<file path="src/rtl/fifo_pkg.sv">
// Shared FIFO definitions used by both the write and read sides of the dual-port memory.
package fifo_pkg;

   localparam int unsigned DEFAULT_DATA_WIDTH = 8;
   localparam int unsigned DEFAULT_ADDR_WIDTH = 10;
   localparam int unsigned DEPTH              = 2 ** DEFAULT_ADDR_WIDTH;
   localparam int unsigned OUTBUF_DEPTH       = 2;

   // Pointer carries one extra wrap bit above the memory index.
   typedef logic [DEFAULT_ADDR_WIDTH:0] ptr_t;

endpackage

</file>
<file path="src/rtl/read_pointer.sv">
// Read pointer counter: increment per issued read, synchronous load for flush.
module read_pointer #(
   parameter int unsigned WIDTH = 11
) (
   input  logic             clk,
   input  logic             rst,
   input  logic             inc,
   input  logic             load,
   input  logic [WIDTH-1:0] load_value,
   output logic [WIDTH-1:0] ptr
);

   logic [WIDTH-1:0] ptr_q;
   logic [WIDTH-1:0] ptr_d;

   // Load wins over increment so a flush never advances past the write pointer.
   always_comb begin
      ptr_d = ptr_q;
      if (load) begin
         ptr_d = load_value;
      end else if (inc) begin
         ptr_d = ptr_q + {{(WIDTH-1){1'b0}}, 1'b1};
      end
   end

   always_ff @(posedge clk or posedge rst) begin
      if (rst) begin
         ptr_q <= '0;
      end else begin
         ptr_q <= ptr_d;
      end
   end

   assign ptr = ptr_q;

endmodule

</file>
<file path="src/rtl/read_interface.sv">
// FIFO read side: owns the read pointer, issues 1-cycle-latency memory reads and presents
// data through a 2-entry first-word-fall-through output buffer.
module read_interface
   import fifo_pkg::*;
#(
   parameter int unsigned DATA_WIDTH = DEFAULT_DATA_WIDTH,
   parameter int unsigned ADDR_WIDTH = DEFAULT_ADDR_WIDTH
) (
   input  logic                  clk,
   input  logic                  rst,
   input  logic [ADDR_WIDTH:0]   write_addr,
   output logic                  mem_read_en,
   output logic [ADDR_WIDTH:0]   read_addr,
   input  logic [DATA_WIDTH-1:0] mem_read_data,
   input  logic                  flush,
   input  logic                  read_ready,
   output logic                  read_valid,
   output logic [DATA_WIDTH-1:0] read_data,
   output logic                  empty
);

   logic [ADDR_WIDTH:0]   read_ptr;
   logic                  inflight_q;
   logic [1:0]            count_q;
   logic [1:0]            count_d;
   logic                  head_q;
   logic                  tail_q;
   logic [DATA_WIDTH-1:0] entry_q [OUTBUF_DEPTH];
   logic                  pop;
   logic                  write_in;
   logic [2:0]            occupancy;

   assign empty      = (read_ptr == write_addr);
   assign read_valid = (count_q != 2'd0);
   assign read_data  = entry_q[head_q];
   assign read_addr  = read_ptr;
   assign pop        = read_valid && read_ready;

   // Buffered plus in-flight words after this cycle's pop; a slot must be free to issue.
   assign occupancy   = {1'b0, count_q} + {2'b00, inflight_q} - {2'b00, pop};
   assign mem_read_en = !rst && !empty && !flush && (occupancy < 3'(OUTBUF_DEPTH));

   // Data returning during a flush belongs to the discarded stream.
   assign write_in = inflight_q && !flush;

   read_pointer #(
      .WIDTH (ADDR_WIDTH + 1)
   ) u_read_pointer (
      .clk        (clk),
      .rst        (rst),
      .inc        (mem_read_en),
      .load       (flush),
      .load_value (write_addr),
      .ptr        (read_ptr)
   );

   always_comb begin
      count_d = count_q;
      if (flush) begin
         count_d = 2'd0;
      end else begin
         count_d = count_q + {1'b0, write_in} - {1'b0, pop};
      end
   end

   always_ff @(posedge clk or posedge rst) begin
      if (rst) begin
         inflight_q <= 1'b0;
         count_q    <= 2'd0;
         head_q     <= 1'b0;
         tail_q     <= 1'b0;
         for (int i = 0; i < OUTBUF_DEPTH; i++) begin
            entry_q[i] <= '0;
         end
      end else begin
         inflight_q <= mem_read_en;
         count_q    <= count_d;
         if (flush) begin
            head_q <= 1'b0;
            tail_q <= 1'b0;
         end else begin
            if (write_in) begin
               entry_q[tail_q] <= mem_read_data;
               tail_q          <= ~tail_q;
            end
            if (pop) begin
               head_q <= ~head_q;
            end
         end
      end
   end

endmodule
</file>
<file path="config.mk">
export PLATFORM = sky130hd
export DESIGN_NAME = read_interface
export DESIGN_NICKNAME = d
export VERILOG_FILES = /design/src/rtl/fifo_pkg.sv /design/src/rtl/read_pointer.sv /design/src/rtl/read_interface.sv
export SDC_FILE = /design/constraint.sdc
export NUM_CORES = 1
export LEC_CHECK = 0
export BUFFER_PORTS_ARGS = -buffer_cell sky130_fd_sc_hd__buf_2
export CAP_MARGIN = 20
export CORE_MARGIN = 1
export CORE_UTILIZATION = 50
export DETAILED_ROUTE_END_ITERATION = 8
export GPL_TIMING_DRIVEN = 0
export PLACE_DENSITY = 0.75
export SYNTH_ARGS = -nofsm -noshare
export SYNTH_HDL_FRONTEND = slang
export SYNTH_SLANG_ARGS = --single-unit
</file>
<file path="constraint.sdc">
create_clock -name clk -period 3.3 [get_ports clk]
set_clock_uncertainty 0.15 [all_clocks]
set_input_delay 0.66 -clock clk [delete_from_list [all_inputs] [get_ports clk]]
set_output_delay 0.66 -clock clk [all_outputs]
set_load 0.01 [all_outputs]
</file>
==> flow_summary_export.csv <==
group,metric,value,unit
global_routing,grt_usage,0.232,
setup_path,path_class,"register to primary output",
cells_and_area,syn2layout_area_growth,27.1,%
cells_and_area,final_common_cell,"buf_2",
floorplan,die_w,64.3,um
timing,final_max_slew_viol_count,0,
global_routing,first_global_vias,1618,
placed_design,hpwl,3140,um
setup_path,cp-end-kind,"primary output",
clock_tree,cts_sinks,32,
clock_tree,root_buffer,"clkbuf_8",
cells_and_area,mostFrequentLayoutCells,"43 x buf_2, 31 x dfrtp_1, 24 x mux2_2",
cells_and_area,final_cells,286,
setup_path,startpoint_type,"register",
clock_tree,ctsHoldBuffers,0,
synthesis,ys_seq_area_frac,0.413,
synthesis,synth_top_area_cell,"dfrtp_1",
synthesis,synth.cell_area,0.00194,sq mm
placed_design,dp_slack,-0.0852,ns
synthesis,synth.distinct_cells,38,
detailed_routing,drtPass1Iterations,4,
clock_tree,clkTransAtPathRegs,0.06,ns
detailed_routing,dr.first_iter.drc_count,110,
clock_tree,clockBufferDepth,2,
flow_run,maxCapViolations,0,
synthesis,synth-seq-cells,32,
setup_path,startpoint,"count_q[1]",
floorplan,dieArea,0.00413,sq mm
synthesis,syn_inst,179,
setup_path,crit_required,2.49,ns
timing,worst_slack,0.0863,ns
clock_tree,htreeDepth,2,
cells_and_area,antenna_cells,0,
synthesis,synth_area_per_cell,10.8,sq um
timing,setup_viol,0,
detailed_routing,vias_per_cell,5.59,
synthesis,synth_top_area_share,0.413,
placed_design,placed_cell_area,0.00225,sq mm
cells_and_area,layout-drive-gt1-share,0.433,
timing,max_slew_margin,0.514,
placed_design,dpl.cell_count,272,
setup_path,arrival,2.40,ns
power_and_ir_drop,peakVddDrop,0.000446,V
placed_design,io_buffers,44,
clock_tree,cts_tree,"yes",
placed_design,place_congestion,0.944,
timing,timing.fmax,311,MHz
setup_path,r2r-start,"count_q[1]",
timing,worst_slew_pin_slew,0.727,ns
synthesis,synth_nets,207,
floorplan,io_pins,45,
setup_path,reg2regPathDepth,11,
cells_and_area,postLayoutCellArea,0.00246,sq mm
timing,rsz0062_at_grt,"false",
floorplan,start_util,0.526,
global_routing,grt_pass1_wl,7330,um
detailed_routing,vias,1598,
synthesis,yosys_warnings,0,
cells_and_area,nets,265,
power_and_ir_drop,p_leak,1.15,nW
setup_path,path_max_fanout,3,
floorplan,core-area,0.00369,sq mm
global_routing,overflow,0,
setup_path,cp-endpoint,"mem_read_en",
detailed_routing,wl_per_cell,15.2,um
clock_tree,clk_latency,0.28,ns
setup_path,r2r_slack,0.34,ns
setup_path,worst_r2r_endpoint,"u_read_pointer.ptr[9]",
synthesis,synthTopCellsByArea,"dfrtp_1 41%, mux2_2 14%, xnor2_1 6.8%",
floorplan,die_h,64.3,um
detailed_routing,drc,0,
power_and_ir_drop,powerDensity,829,mW/mm^2
cells_and_area,fillerInstances,303,
detailed_routing,ant_nets,0,
cells_and_area,fin_util,0.668,
detailed_routing,wl,4350,um
timing,hold_viol,0,
global_routing,antenna_found_initial,0,
outcome,status,"finished clean",
timing,timing.final.crit_share,0.974,
timing,fin_crit,3.21,ns
min_path,hp-class,"primary input to async pin",
global_routing,grt_start_max_net_pins,22,
floorplan,placementRows,22,
clock_tree,cts_buffers,5,
sequential cells by signal, summed over array words and instances, names as in the netlist:
register / count
entry_q: 16
u_read_pointer.ptr: 11
count_q: 2
head_q: 1
inflight_q: 1
tail_q: 1
cell usage after synthesis:
master	count
buf_6	5
xnor2_1	15
xor2_1	1
o41ai_1	3
nor2_1	10
nor3b_1	1
mux2_2	24
a22o_1	1
xnor2_2	2
o21ai_0	3
or2_2	1
clkbuf_1	1
o21a_1	3
fa_1	1
ha_1	4
nand4_1	3
nor3_1	4
and3_2	1
o211ai_1	3
a221o_1	2
and4_1	2
and3_1	4
or4_1	1
nand2_1	13
dfrtp_1	32
a211o_1	5
nand2_4	1
o221a_2	1
inv_1	6
nor2b_1	1
nand2b_1	1
inv_2	2
or3_1	2
and2_1	2
nand3_1	10
dlygate4sd1_1	1
o32ai_1	3
o311ai_0	4
power by group:
group	total, mW	leakage, nW	internal (mW)	switching (mW)
clock	0.367	0.0541	0.223	0.144
combinational	1.00	0.702	0.541	0.461
sequential	0.674	0.397	0.552	0.122
total	2.04	1.15	1.32	0.727
metal layers:
layer / vias to the layer above / GRT usage / part of all wire
met2: 63 / 0.366 / 0.47
met1: 759 / 0.303 / 0.45
met4: 0 / 0.0944 / 0.014
met5: - / 0 / 0
li1: 768 / - / -
met3: 8 / 0.0607 / 0.070
worst min-delay path by stage:
stage	start	endpoint	cells past startpoint
after detailed placement	entry_q[13]	entry_q[13]	1
after global placement	entry_q[13]	entry_q[13]	1
after CTS	rst	entry_q[4]	2
after global routing	rst	entry_q[12]	2
final	rst	entry_q[12]	2
after floorplan	entry_q[0]	entry_q[0]	1
metrics by stage:
step                      hold slack (ns)  TNS, ns  power (mW)
after floorplan                     0.324        0        1.29
after global placement              0.335  -0.0472        1.52
after detailed placement            0.342  -0.0852        1.55
after CTS                           0.308        0        2.02
after global routing                0.342        0        2.19
final                               0.301        0        2.04
cell families after synthesis:
logic type	after synthesis	share of synthesized area
AO/OA/AOI/OAI	28	0.119
XOR/XNOR	18	0.0890
adder cells (fa/ha/maj)	5	0.0361
buffers and inverters	15	0.0510
flip-flops	32	0.413
multiplexers	24	0.139
AND/OR/NAND/NOR	57	0.152
cell type report:
cell class                 instances  area, sq um  area share
multi-input combinational        132         1090       0.443
sequential                        32          802       0.325
timing repair buffer              51          299       0.121
clock buffer                       5         68.8      0.0279
buffer                             7         68.8      0.0279
tap                               48         60.1      0.0244
clock inverter                     3         42.5      0.0173
inverter                           8         32.5      0.0132
worst max-delay path: stages (launching register included):
cell      delay, ns
dfrtp_2        0.40
or2_4          0.24
and2_4         0.15
ha_4           0.20
nand2b_4       0.14
fa_2           0.40
xnor2_4        0.17
and3_4         0.22
nand2_4        0.06
inv_4          0.06
buf_6          0.09
repair_timing:
item                       CTS  global route
pin swaps                    6             2
gates resized for setup     11             1
setup buffers                6             0
setup endpoints to repair    1             1
Note: power is estimated with default switching activity, not from simulation.
